==> config.mk <==
export PLATFORM = sky130hd
export DESIGN_NAME = periph_bus_master
export DESIGN_NICKNAME = d
export VERILOG_FILES = /design/src/rtl/periph_bus_master.sv
export SDC_FILE = /design/constraint.sdc
export NUM_CORES = 1
export LEC_CHECK = 0
export BUFFER_PORTS_ARGS = -buffer_cell sky130_fd_sc_hd__buf_2
export CAP_MARGIN = 20
export CORE_AREA = 3 3 124 126
export CTS_CLUSTER_DIAMETER = 80
export DETAILED_ROUTE_END_ITERATION = 8
export DIE_AREA = 0 0 127 129
export PLACE_DENSITY = 0.6
export SLEW_MARGIN = 20
export SYNTH_ARGS = -nofsm -noshare
export SYNTH_HDL_FRONTEND = slang
export SYNTH_SLANG_ARGS = --single-unit
export TNS_END_PERCENT = 1
==> constraint.sdc <==
create_clock -name clk_i -period 2.2 [get_ports clk_i]
set_input_delay 0.11 -clock clk_i [delete_from_list [all_inputs] [get_ports clk_i]]
set_output_delay 0.11 -clock clk_i [all_outputs]
set_load 0.05 [all_outputs]
==> src/rtl/periph_bus_master.sv <==
// periph_bus_master
// Initiator side of the peripheral bus. It accepts one command at a time on a
// valid/ready stream and turns it into a single-cycle select (and write)
// strobe on the peripheral address/data bus. For reads it samples the
// peripheral data READ_LATENCY cycles after the select cycle. It returns one
// response per command on a valid/ready stream.
//
// Ports
//   clk_i, rst_i            clock, synchronous active-high reset
//   cmd_valid_i/ready_o     command handshake
//   cmd_addr_i/data_i/wr_i  command payload (wr=1 write, wr=0 read)
//   rsp_valid_o/ready_i     response handshake
//   rsp_data_o, rsp_wr_o    read data (0 for writes), echo of command type
//   addr_o, data_o          peripheral address/data (hold value when idle)
//   sel_o, wr_o             one-cycle select / write strobes
//   data_i, irq_i           peripheral read data and interrupt
//   busy_o                  high while a command is in flight
//
// Optional build macro PERIPH_BUS_MASTER_IRQ_CAPTURE_EN adds irq_pending_o and
// irq_ack_i. In that build a rising edge of the registered irq_i sets a sticky
// pending bit, and irq_ack_i clears it. When a set and an ack arrive together,
// the set wins.

module periph_bus_master #(
  parameter int ADDR_WIDTH       = 32,
  parameter int MEMORY_BUS_WIDTH = 32,
  parameter int READ_LATENCY     = 1
) (
  input  logic                        clk_i,
  input  logic                        rst_i,
  input  logic                        cmd_valid_i,
  output logic                        cmd_ready_o,
  input  logic [ADDR_WIDTH-1:0]       cmd_addr_i,
  input  logic [MEMORY_BUS_WIDTH-1:0] cmd_data_i,
  input  logic                        cmd_wr_i,
  output logic                        rsp_valid_o,
  input  logic                        rsp_ready_i,
  output logic [MEMORY_BUS_WIDTH-1:0] rsp_data_o,
  output logic                        rsp_wr_o,
  output logic [ADDR_WIDTH-1:0]       addr_o,
  output logic [MEMORY_BUS_WIDTH-1:0] data_o,
  output logic                        sel_o,
  output logic                        wr_o,
  input  logic [MEMORY_BUS_WIDTH-1:0] data_i,
  input  logic                        irq_i,
  output logic                        busy_o
`ifdef PERIPH_BUS_MASTER_IRQ_CAPTURE_EN
  ,
  output logic                        irq_pending_o,
  input  logic                        irq_ack_i
`endif
);

  typedef enum logic [1:0] {
    ST_IDLE   = 2'd0,
    ST_ACCESS = 2'd1,
    ST_WAIT   = 2'd2,
    ST_RESP   = 2'd3
  } state_e;

  // WAIT counts down from READ_LATENCY-1 to 0. The sample happens on the cycle
  // the counter reads 0.
  localparam logic [3:0] RL_LOAD = 4'(READ_LATENCY - 1);

  state_e                      state_q, state_d;
  logic [3:0]                  cnt_q, cnt_d;
  logic                        cmd_wr_q, cmd_wr_d;
  logic                        cmd_ready_q, cmd_ready_d;
  logic                        rsp_valid_q, rsp_valid_d;
  logic [MEMORY_BUS_WIDTH-1:0] rsp_data_q, rsp_data_d;
  logic                        rsp_wr_q, rsp_wr_d;
  logic [ADDR_WIDTH-1:0]       addr_q, addr_d;
  logic [MEMORY_BUS_WIDTH-1:0] data_q, data_d;
  logic                        sel_q, sel_d;
  logic                        wr_q, wr_d;
  logic                        busy_q, busy_d;

  // Next-state and next-output logic of the transfer FSM.
  always_comb begin
    state_d    = state_q;
    cnt_d      = cnt_q;
    cmd_wr_d   = cmd_wr_q;
    rsp_data_d = rsp_data_q;
    rsp_wr_d   = rsp_wr_q;
    addr_d     = addr_q;
    data_d     = data_q;
    sel_d      = 1'b0;
    wr_d       = 1'b0;

    case (state_q)
      ST_IDLE: begin
        if (cmd_valid_i && cmd_ready_q) begin
          // The strobes are registered here, so they appear during ACCESS only.
          addr_d   = cmd_addr_i;
          data_d   = cmd_data_i;
          cmd_wr_d = cmd_wr_i;
          sel_d    = 1'b1;
          wr_d     = cmd_wr_i;
          state_d  = ST_ACCESS;
        end else begin
          state_d  = ST_IDLE;
        end
      end
      ST_ACCESS: begin
        if (cmd_wr_q) begin
          rsp_data_d = {MEMORY_BUS_WIDTH{1'b0}};
          rsp_wr_d   = 1'b1;
          state_d    = ST_RESP;
        end else begin
          cnt_d      = RL_LOAD;
          state_d    = ST_WAIT;
        end
      end
      ST_WAIT: begin
        if (cnt_q == 4'd0) begin
          rsp_data_d = data_i;
          rsp_wr_d   = 1'b0;
          state_d    = ST_RESP;
        end else begin
          cnt_d      = cnt_q - 4'd1;
          state_d    = ST_WAIT;
        end
      end
      ST_RESP: begin
        // rsp_valid_o is high for the whole of RESP, so ready alone completes it.
        if (rsp_ready_i) begin
          state_d = ST_IDLE;
        end else begin
          state_d = ST_RESP;
        end
      end
      default: begin
        state_d = ST_IDLE;
      end
    endcase

    // These handshake and status outputs are registered and follow the next state.
    cmd_ready_d = (state_d == ST_IDLE);
    rsp_valid_d = (state_d == ST_RESP);
    busy_d      = (state_d != ST_IDLE);
  end

  // State and output registers, with synchronous reset.
  always_ff @(posedge clk_i) begin
    if (rst_i) begin
      state_q     <= ST_IDLE;
      cnt_q       <= 4'd0;
      cmd_wr_q    <= 1'b0;
      cmd_ready_q <= 1'b1;
      rsp_valid_q <= 1'b0;
      rsp_data_q  <= {MEMORY_BUS_WIDTH{1'b0}};
      rsp_wr_q    <= 1'b0;
      addr_q      <= {ADDR_WIDTH{1'b0}};
      data_q      <= {MEMORY_BUS_WIDTH{1'b0}};
      sel_q       <= 1'b0;
      wr_q        <= 1'b0;
      busy_q      <= 1'b0;
    end else begin
      state_q     <= state_d;
      cnt_q       <= cnt_d;
      cmd_wr_q    <= cmd_wr_d;
      cmd_ready_q <= cmd_ready_d;
      rsp_valid_q <= rsp_valid_d;
      rsp_data_q  <= rsp_data_d;
      rsp_wr_q    <= rsp_wr_d;
      addr_q      <= addr_d;
      data_q      <= data_d;
      sel_q       <= sel_d;
      wr_q        <= wr_d;
      busy_q      <= busy_d;
    end
  end

  assign cmd_ready_o = cmd_ready_q;
  assign rsp_valid_o = rsp_valid_q;
  assign rsp_data_o  = rsp_data_q;
  assign rsp_wr_o    = rsp_wr_q;
  assign addr_o      = addr_q;
  assign data_o      = data_q;
  assign sel_o       = sel_q;
  assign wr_o        = wr_q;
  assign busy_o      = busy_q;

`ifdef PERIPH_BUS_MASTER_IRQ_CAPTURE_EN
  logic irq_q, irq_d;
  logic irq_prev_q, irq_prev_d;
  logic irq_pending_q, irq_pending_d;

  // Edge detection on the registered interrupt, and the sticky pending bit.
  always_comb begin
    irq_d      = irq_i;
    irq_prev_d = irq_q;
    if (irq_q && !irq_prev_q) begin
      irq_pending_d = 1'b1;
    end else if (irq_ack_i) begin
      irq_pending_d = 1'b0;
    end else begin
      irq_pending_d = irq_pending_q;
    end
  end

  // Interrupt capture registers, with synchronous reset.
  always_ff @(posedge clk_i) begin
    if (rst_i) begin
      irq_q         <= 1'b0;
      irq_prev_q    <= 1'b0;
      irq_pending_q <= 1'b0;
    end else begin
      irq_q         <= irq_d;
      irq_prev_q    <= irq_prev_d;
      irq_pending_q <= irq_pending_d;
    end
  end

  assign irq_pending_o = irq_pending_q;
`else
  // The interrupt input is intentionally not used in this build.
  logic unused_irq_s;
  assign unused_irq_s = irq_i;
`endif

endmodule

==> impl_results.md, run 1 <==
- Row Count: 44
- CP Max Fanout: 32
- Port Buffer Count: 202
- Setup Crit Path Kind: flop to flop
- Sequential share of the synthesized area: around 50%
- Worst skew pair latency: 0.34 ns
- Synth top area share: roughly half
- Total CTS buffers: 9
- WL/cell: 13.7 um
- Clk buf depth: 2
- H-tree depth: 3
- Residual DRC: 0
- Post-synth top cells: nand2_1 (161), dfxtp_1 (109), a21oi_1 (68)
- Ys async rst share: 0%
- DIE HEIGHT: 129 um
- Tmin final: roughly 2 ns
- DRT Pass-1 Iters: 4
- Ranking of synthesized cells by area: dfxtp_1 (50%), nand2_1 (14%), o32ai_2 (11%)
- Worst path cell trace: inv_1 -> ha_1 -> or3b_4 -> or3_2 -> buf_12 -> o32ai_1
- Total core area: 0.0144 sq mm
- Final Hold Viols: 0
- Worst path max stage delay: 0.50 ns
- Clk_skew: 0.00661 ns
- Starting DRT DRC Count: 138
- CTS tree: yes
- Clock tree sinks: 109
- Ys flop type: dfxtp_1
- Total die area: between 0.015 and 0.02 sq mm
- Fillers: 1,398
- WHS: roughly 0.016 ns
- Final wirelength: 12,700 um
- Pwr Density: 1210 mW/mm^2
- Required @ worst endpoint: between 2 and 2.5 ns
- Flops & latches, synth: 109
- Worst slew pin tran: between 1 and 1.5 ns
- Area delta synth->final: 48.0%
- Finished Layout Cells: 927
- CP startpoint kind: flop
- Tot Pwr: around 7900 uW
- Final setup fails: 0
- Peak Freq: approximately 500 MHz
- Status: complete, no violations
- Maximum number of pins on one net before global-route repair: 99
- Lkg Pwr: 0.00280 uW
- Setup Buffers After CTS: 0
- Nets@finish: 847
- CTS Root Cell: clkbuf_16
- RSZ-0062 raised after global routing: no
- Most numerous cell in the Yosys netlist: nand2_1
- Routed vias: ~4,300
- I/O pin count: between 200 and 250
- Detail Route Antenna Nets: 0
- Period utilization: 93.4%
- GPL Wtd Cong: 0.692
- Synth area leader: dfxtp_1
- Area of the multi-input gates: 0.00202 sq mm
- Synth cell types: 33
- Synthesized Nets: 604
- Min-delay worst type: input port to flop
- Fraction of layout cells with a size suffix above 1: 35.7%
- Vias/cell: 4.66
- Register Area: roughly 0.0022 sq mm
- Arr. time, crit path: 2.31 ns
- First-pass GRT wire length: about 21,000 um
- Max_cap viols: 0
- Tot GR Track Use: 15.4%
- Slowest stage cell on the critical path: or3_2
- Max-slew violations: 0
- Syn Inst Count: 495
- Peak VDD IR: approximately 0.50 mV
- Endpoint class of the critical path: flop
- DP HPWL: 8100 um
- Synth Warn #: 0
- Placed Cells: 849
- Number of global-route vias before repair: 4,388
- EDFF count, synth: 0
- Synthesized area per cell: 8.88 sq um
- Initial antenna violation count: 1
- Clock Pin Slew Worst Setup and Hold Paths: about 0.07 ns
- Starting density of the core: 30.5%
- Slew headroom: 31.2%
- Diode count: 0
- GRT overflow: 0
- Syn Std Cell Area: 0.00440 sq mm
- Die Span X: ~130 um
-- final cells by class --
class | instances | area share [%]
Clock inverter | 6 | 0.962
Tap cell | 184 | 3.54
Clock buffer | 10 | 3.67
Timing Repair Buffer | 273 | 26.7
Multi-Input combinational cell | 336 | 31.0
Inverter | 9 | 0.519
Sequential cell | 109 | 33.5
-- where the power goes --
| group | switching [uW] | internal (uW) |
|---|---|---|
| registers | 204 | 2330 |
| logic | 2600 | 1110 |
| clock network | 725 | 912 |
| total | 3530 | 4350 |
-- timing repair --
item,CTS,global route
endpoints found under the setup margin,1,0
hold buffers,62,0
gates resized for setup,1,0
hold endpoints to repair,63,0
-- through the flow --
step	worst slack, ns	area [sq um]	utilization, %	TNS, ns
CTS	0.125	6510	45.1	0
detailed placement	-0.0205	5580	38.7	-0.0205
global placement	0.113	5580	38.7	0
finish	0.145	6510	45.1	0
floorplan	0.375	4400	-	0
global route	0.0688	6510	45.1	0
-- sequential cells by signal (all words and copies together) (netlist names) --
signal,cells
rsp_wr_o,1
wr_o,1
cnt_q,4
cmd_wr_q,1
busy_o,1
sel_o,1
cmd_ready_o,1
rsp_valid_o,1
data_o,32
addr_o,32
rsp_data_o,32
state_q,2
-- worst max-delay path, delay by kind of cell, from the launching register on --
family,cells,cell delay [ns]
AO/OA/AOI/OAI,1,0.27
AND/OR/NAND/NOR,2,0.91
buffers and inverters,2,0.29
flip-flops,1,0.33
adder cells (fa/ha/maj),1,0.16
-- layer usage --
| layer | global-route usage, % | vias up | part of all wire, % |
|---|---|---|---|
| met5 | 0 | - | 0.10 |
| met4 | 5.49 | 2 | 1.6 |
| met3 | 3.82 | 16 | 6.8 |
| met2 | 26.9 | 130 | 50 |
| met1 | 18.5 | 2021 | 42 |
| li1 | - | 2151 | - |
-- placed cells by master (no fill, tap or decap), drive strengths merged, types with 3 or more instances in the layout --
cell / count
dfxtp: 109
or3: 3
nand2: 161
nor2: 3
o32ai: 32
inv: 9
buf: 211
o31ai: 4
ha: 7
or3b: 4
clkinv: 5
clkbuf: 10
a21oi: 68
nand2b: 32
dlygate4sd3: 62
nand3b: 3
-- worst paths after layout --
path	cells after the start	from	slack, ns	end
max	6	cnt_q[0]$_SDFFE_PP0P_	0.15	rsp_data_o[0]$_SDFFE_PP0P_
min	3	cmd_data_i[20]	0.02	data_o[20]$_SDFFE_PP0N_
max reg2reg	6	cnt_q[0]$_SDFFE_PP0P_	0.15	rsp_data_o[0]$_SDFFE_PP0P_
min reg2reg	2	data_o[12]$_SDFFE_PP0N_	0.45	data_o[12]$_SDFFE_PP0N_
-- kinds of logic (layout without fill, tap and decap cells) --
family / Yosys count / count (layout) / synth area share (%)
compound gates: 109 / 109 / 20.8
fa+ha+maj: 7 / 7 / 1.99
buf+inv: 50 / 298 / 4.90
flops: 109 / 109 / 49.6
mux: 2 / 2 / 0.455
simple gates: 218 / 218 / 22.2
Note: power is estimated with default switching activity, not from simulation.
==> run 2: changes to the inputs <==
--- a/config.mk
+++ b/config.mk
@@ -5,13 +5,14 @@
 export SDC_FILE = /design/constraint.sdc
 export NUM_CORES = 1
 export LEC_CHECK = 0
+export ABC_AREA = 1
 export BUFFER_PORTS_ARGS = -buffer_cell sky130_fd_sc_hd__buf_2
 export CAP_MARGIN = 20
-export CORE_AREA = 3 3 124 126
+export CORE_AREA = 3 3 122 124
 export CTS_CLUSTER_DIAMETER = 80
 export DETAILED_ROUTE_END_ITERATION = 8
-export DIE_AREA = 0 0 127 129
-export PLACE_DENSITY = 0.6
+export DIE_AREA = 0 0 125 127
+export PLACE_DENSITY = 0.61
 export SLEW_MARGIN = 20
 export SYNTH_ARGS = -nofsm -noshare
 export SYNTH_HDL_FRONTEND = slang
==> impl_results.md, run 2 <==
- Status: complete, no violations
- Post-synthesis simple-gate area fraction: 15.0% (-7.2 points)
- Min-delay worst type: input port to flop
- TNS Setup: 0 ns (unchanged)
- Synthesized area per cell: 7.47 sq um (-16%)
- GPL Wtd Cong: 0.757 (+9.3%)
- Area delta synth->final: 37.1%
- FF-to-FF setup slack: 0.51 ns (+0.36 ns)
- WL/cell: 11.9 um (-13%)
- Mux cell area share after synthesis: 0% (-0.46 points)
- Total CTS buffers: 9 (unchanged)
- Synth cell types: 19 (-42%)
- Routed vias: 4,138 (-4.2%)
- Synth Area in XOR/XNOR: 0.203% (+0.20 points)
- Ys flop type: dfxtp_1
- Arr. time, crit path: 1.93 ns (-0.38 ns)
- CTS tree: yes
- Most frequent cells in the layout: buf_2 (202), dfxtp_1 (109), a21oi_1 (98), inv_1 (91), nand2_1 (83)
- Synth area leader: dfxtp_1
- Clock share of power: 20.6% (-0.2 points)
- Detail Route Antenna Nets: 0 (unchanged)
- Most numerous cell in the Yosys netlist: dfxtp_1
- First-pass GRT wire length: 18,200 um (-13%)
- Synth Warn #: 0 (unchanged)
- Clock tree sinks: 109 (unchanged)
- Max-slew violations: 0 (unchanged)
- Ranking of synthesized cells by area: dfxtp_1 (51%), a21oi_1 (11%), inv_1 (8.0%)
- Reg2reg path depth: 7 (+1)
- H-tree depth: 3 (unchanged)
- Diode count: 0 (unchanged)
- Slew headroom: 69.9% (+39 points)
- Flops & latches, synth: 109 (unchanged)
- CP Max Fanout: 41 (+28%)
- Pwr Density: 1360 mW/mm^2 (+12%)
- Tot GR Track Use: 14.1% (-1.3 points)
- WHS Path Cells: 2 (-1)
- Psw: 3720 uW (+5.3%)
- Final wirelength: 11,400 um (-10%)
- Max_cap viols: 0 (unchanged)
- Hold Path End: rsp_wr_o$_SDFFE_PP0P_
- Sequential power share: 33.6% (+1.4 points)
- Ys async rst share: 0% (unchanged)
- Hold Crit Start: rst_i
- Synthesized Nets: 686 (+14%)
- Tmin final: 1.69 ns (-0.365 ns)
- Setup Crit Path Kind: flop to flop
- DIE HEIGHT: 127 um (-1.6%)
- Number of global-route vias before repair: 3,637 (-17%)
- Tot Pwr: 8050 uW (+2.0%)
- Syn Inst Count: 577 (+17%)
- Worst slew pin tran: 0.450 ns (-0.582 ns)
- Post-synth top cells: dfxtp_1 (109), a21oi_1 (98), inv_1 (92)
- CTS Root Cell: clkbuf_16
- Placed Cells: 930 (+9.5%)
- Register Area: 0.00218 sq mm (unchanged)
- Most common cell after layout, fill and taps aside: buf_2
- EDFF count, synth: 0 (unchanged)
- Clock Pin Slew Worst Setup and Hold Paths: 0.07 ns (about the same)
- Peak VDD IR: 0.538 mV (+6.6%)
- Final Hold Viols: 0 (unchanged)
- RSZ-0062 raised after global routing: no
- Reg-to-reg endpoint: rsp_data_o[14]$_SDFFE_PP0P_
- Final core utilization: 42.6% (-2.5 points)
- Peak Freq: 592 MHz (+22%)
- DP HPWL: 8020 um (-1.1%)
- CP startpoint kind: flop
- Die Span X: 125 um (-1.6%)
- Setup Buffers After CTS: 0 (unchanged)
- Synth top area share: 50.6% (+0.95 points)
- Starting DRT DRC Count: 202 (+46%)
- Internal power: 4330 uW (-0.63%)
- Starting density of the core: 31.1% (+0.60 points)
- Sw Ratio: 46.2% (+1.4 points)
- Crit path launch: state_q[0]$_SDFF_PP0_
- Clk_skew: 0.00806 ns (+0.00144 ns)
- Clk buf depth: 2 (unchanged)
- Maximum number of pins on one net before global-route repair: 43 (-57%)
- Syn Std Cell Area: 0.00431 sq mm (-1.9%)
- Period utilization: 76.8% (-17 points)
- Vias/cell: 4.31 (-7.4%)
- Final setup fails: 0 (unchanged)
- Largest family of logic cells by synthesized area: compound AO/OA/AOI/OAI gates
- Total die area: 0.0159 sq mm (-3.1%)
- Combinational share of power: 45.9% (-1.2 points)
- DRT Pass-1 Iters: 4 (unchanged)
- Lkg Pwr: 0.00293 uW (+4.5%)
- WHS: 0.0226 ns (+0.00680 ns)
- Port Buffer Count: 202 (unchanged)
- Fillers: 1,453 (+3.9%)
- I/O pin count: 204 (unchanged)
- Adder-cell share of the synthesized area: 2.03% (+0.038 points)
- Initial antenna violation count: 0 (-1)
- Required @ worst endpoint: 2.44 ns (about the same)
- Row Count: 43 (-2.3%)
- Finished Layout Cells: 959 (+3.5%)
- Worst r2r src: state_q[0]$_SDFF_PP0_
- Worst skew pair latency: 0.35 ns (about the same)
- Compound-cell area share of the yosys netlist: 19.8% (-1.1 points)
- Total core area: 0.0139 sq mm (-3.8%)
- Endpoint class of the critical path: flop
- Post-CTS Hold Buffers: 13 (-79%)
- Sequential share of the synthesized area: 50.6% (+0.95 points)
- Residual DRC: 0 (unchanged)
- Nets@finish: 883 (+4.3%)
- GRT overflow: 0 (unchanged)
- Post-cts resize count: 0 (-1)
- Fraction of layout cells with a size suffix above 1: 30.2% (-5.5 points)
- Area of the multi-input gates: 0.00161 sq mm (-20%)
run 2: power by group through the flow:
stage	clock network [uW]	registers, uW	logic [uW]
after floorplan	0	4360	1270
after global placement	0	2730	3700
after detailed placement	0	2740	3710
after CTS	1730	2700	3730
after global routing	1810	2760	4030
final	1660	2700	3690
run 2: cell type report:
type | instances | share of cell area, %
clock buffers | 11 | 4.10
clock inverters | 5 | 1.02
inverters | 94 | 5.97
multi-input cells | 335 | 27.2
flip-flops and latches | 109 | 36.9
well taps | 180 | 3.81
repair buffers | 225 | 21.0
run 2: worst max-delay path by stage:
| stage | endpoint | slack, ns | cells after the start |
|---|---|---|---|
| floorplan | addr_o[22]$_SDFFE_PP0N_ | 0.67 | 5 |
| global placement | rsp_data_o[13]$_SDFFE_PP0P_ | 0.52 | 7 |
| detailed placement | rsp_data_o[14]$_SDFFE_PP0P_ | 0.52 | 7 |
| CTS | rsp_data_o[14]$_SDFFE_PP0P_ | 0.50 | 7 |
| global route | rsp_data_o[3]$_SDFFE_PP0P_ | 0.33 | 7 |
| finish | rsp_data_o[14]$_SDFFE_PP0P_ | 0.51 | 7 |
run 2: worst max-delay path, cell delays in order, from the launching register on:
cell      delay [ns]
dfxtp_1         0.38
inv_1           0.10
ha_1            0.28
a21boi_4        0.18
buf_4           0.39
nand3_1         0.14
nand2_1         0.08
nor2_1          0.03
run 2: routing by layer:
metal | global-route usage (%) | up-vias | wire length (um) | share of wire, %
met1 | 18.2 | 1753 | 5100 | 45
met4 | 6.76 | 0 | 268 | 2.4
met3 | 5.64 | 17 | 1110 | 9.7
met2 | 20.6 | 153 | 4910 | 43
li1 | - | 2215 | - | -
met5 | 0 | - | 0 | 0
run 2: cells by family after synthesis:
logic type,after synthesis
xor+xnor,1
fa+ha+maj,7
flops,109
compound gates,167
buf+inv,133
simple gates,160
run 2: through the flow:
step | instance area [sq um] | setup WS (ns)
final | 5910 | 0.510
after global routing | 5910 | 0.330
after CTS | 5910 | 0.498
after detailed placement | 5480 | 0.520
after global placement | 5480 | 0.524
after floorplan | 4310 | 0.673
==> run 3: changes to the inputs <==
--- a/config.mk
+++ b/config.mk
@@ -12,7 +12,7 @@
 export CTS_CLUSTER_DIAMETER = 80
 export DETAILED_ROUTE_END_ITERATION = 8
 export DIE_AREA = 0 0 125 127
-export PLACE_DENSITY = 0.61
+export PLACE_DENSITY = 0.63
 export SLEW_MARGIN = 20
 export SYNTH_ARGS = -nofsm -noshare
 export SYNTH_HDL_FRONTEND = slang
==> constraint.sdc (replaced) <==
create_clock -name clk_i -period 1.5 [get_ports clk_i]
set_input_delay 0.075 -clock clk_i [delete_from_list [all_inputs] [get_ports clk_i]]
set_output_delay 0.075 -clock clk_i [all_outputs]
set_load 0.05 [all_outputs]
==> impl_results.md, run 3 (synthesis gave the netlist of run 2 again) <==
- Endpoint class of the critical path: flop
- Tot GR Track Use: 15.0% (+0.96 points)
- Family with the most delay on the worst path: flip-flops
- Total CTS buffers: 9 (unchanged)
- Fillers: 1,349 (-7.2%)
- CTS Root Cell: clkbuf_16
- Most common cell after layout, fill and taps aside: buf_2
- H-tree depth: 3 (unchanged)
- Residual DRC: 0 (unchanged)
- CP Max Fanout: 41 (unchanged)
- Routed vias: 4,387 (+6.0%)
- GRT overflow: 0 (unchanged)
- Worst path max stage delay: 0.34 ns (-0.05 ns)
- CP startpoint kind: flop
- DRT Pass-1 Iters: 4 (unchanged)
- Crit path launch: state_q[1]$_SDFF_PP0_
- Final Hold Viols: 0 (unchanged)
- Clock Pin Slew Worst Setup and Hold Paths: 0.08 ns (about the same)
- Tot Pwr: 12,300 uW (+53%)
- Total die area: 0.0159 sq mm (unchanged)
- Tmin final: 1.44 ns (-0.246 ns)
- Slew headroom: 81.3% (+11 points)
- Reg2reg path depth: 7 (unchanged)
- Final wirelength: 12,100 um (+6.1%)
- Final core utilization: 47.5% (+4.9 points)
- Final setup fails: 0 (unchanged)
- FF-to-FF setup slack: 0.06 ns (-0.45 ns)
- Area delta synth->final: 52.8%
- Sw Ratio: 45.5% (-0.72 points)
- Most frequent cells in the layout: buf_2 (202), dfxtp_1 (107), a21oi_1 (95), inv_1 (91), nand2_1 (83)
- Diode count: 0 (unchanged)
- Worst slew pin tran: 0.278 ns (-0.173 ns)
- Status: complete, no violations
- Peak Freq: 692 MHz (+17%)
- Slowest stage cell on the critical path: dfxtp_2
- Fraction of layout cells with a size suffix above 1: 30.9% (+0.70 points)
- RSZ-0062 raised after global routing: yes
- Worst r2r src: state_q[1]$_SDFF_PP0_
- Port Buffer Count: 202 (unchanged)
- Psw: 5610 uW (+51%)
- Worst path cell trace: inv_1 -> ha_1 -> a21boi_4 -> buf_12 -> nand3_1 -> nand2_1 -> nor2_1
- Required @ worst endpoint: 1.74 ns (-0.70 ns)
- Worst skew pair latency: 0.35 ns (about the same)
- CTS tree: yes
- Internal power: 6710 uW (+55%)
- Clock share of power: 20.4% (-0.2 points)
- Period utilization: 96.3% (+19 points)
- Hold Crit Start: cmd_addr_i[17]
- Max_cap viols: 0 (unchanged)
- Number of global-route vias before repair: 4,093 (+13%)
- Sequential power share: 32.2% (-1.4 points)
- Clk_skew: 0.0143 ns (+0.00624 ns)
- First-pass GRT wire length: 19,800 um (+8.7%)
- Starting density of the core: 31.1% (unchanged)
- Setup Crit Path Kind: flop to flop
- I/O pin count: 204 (unchanged)
- Min-delay worst type: input port to flop
- CP Buf/Inv Count: 2 (unchanged)
- Maximum number of pins on one net before global-route repair: 44 (+2.3%)
- Starting DRT DRC Count: 188 (-6.9%)
- WHS Path Cells: 3 (+1)
- Clock tree sinks: 109 (unchanged)
- Detail Route Antenna Nets: 0 (unchanged)
- GPL Wtd Cong: 0.743 (-1.9%)
- Combinational share of power: 47.4% (+1.5 points)
- Total core area: 0.0139 sq mm (unchanged)
- Vias/cell: 4.31 (-0.23%)
- Die Span X: 125 um (unchanged)
- Max-slew violations: 0 (unchanged)
- Initial antenna violation count: 0 (unchanged)
- WL/cell: 11.8 um (-0.18%)
- Peak VDD IR: 0.901 mV (+68%)
- Clk buf depth: 2 (unchanged)
- Arr. time, crit path: 1.69 ns (-0.24 ns)
- Crit path depth: 7 (unchanged)
- DIE HEIGHT: 127 um (unchanged)
- Lkg Pwr: 0.00323 uW (+10%)
- Nets@finish: 943 (+6.8%)
- Pwr Density: 1870 mW/mm^2 (+37%)
- DP HPWL: 7960 um (-0.64%)
- Row Count: 43 (unchanged)
-- run 3: worst reg2reg max path, delay by kind of cell, from the launching register on --
family,cells,cell delay [ns]
compound gates,1,0.21
flops,1,0.34
fa+ha+maj,1,0.29
buf+inv,2,0.29
simple gates,3,0.23
-- run 3: cell type report --
cell class | count | area, sq um | area share (%)
flip-flops and latches | 109 | 2180 | 33.1
clock buffers | 10 | 239 | 3.63
multi-input cells | 335 | 1620 | 24.6
clock inverters | 6 | 76.3 | 1.16
inverters | 94 | 353 | 5.35
repair buffers | 285 | 1890 | 28.7
well taps | 180 | 225 | 3.42
-- run 3: metal layers --
metal	track usage (%)	vias to the layer above	share of wire, %
li1	-	2334	-
met5	0	-	0
met4	4.27	0	1.3
met3	5.85	12	8.3
met1	18.8	1891	44
met2	24.3	150	46
-- run 3: repair_timing --
item,CTS,global route
endpoints found under the hold margin,56,0
hold buffers,56,0
resized for setup,0,6
setup buffers,0,1
endpoints found under the setup margin,0,99
-- run 3: worst paths after layout --
check                                              endpoint
worst min register to register      addr_o[23]$_SDFFE_PP0N_
worst max-delay path            rsp_data_o[13]$_SDFFE_PP0P_
worst min-delay path                addr_o[17]$_SDFFE_PP0N_
worst max register to register  rsp_data_o[13]$_SDFFE_PP0P_
-- run 3: power by group through the flow --
stage	sequential (uW)	clock [uW]	combinational [uW]
6_report	3970	2520	5840
2_1_floorplan	6400	0	1860
4_1_cts	3970	2610	5810
5_1_grt	4050	2740	6340
3_3_place_gp	4010	0	5670
3_5_place_dp	4020	0	5690
-- run 3: stage by stage --
step	cells	setup TNS (ns)	setup slack [ns]	instance area [sq um]	hold WS (ns)
6_report	1019	0	0.0557	6590	0.0103
5_1_grt	1019	-0.845	-0.0713	6590	0.0159
4_1_cts	1018	0	0.0205	6550	0.000302
3_5_place_dp	946	0	0.000171	5680	0.316
3_3_place_gp	946	0	0.0406	5680	0.308
2_1_floorplan	577	0	0.0650	4310	0.144
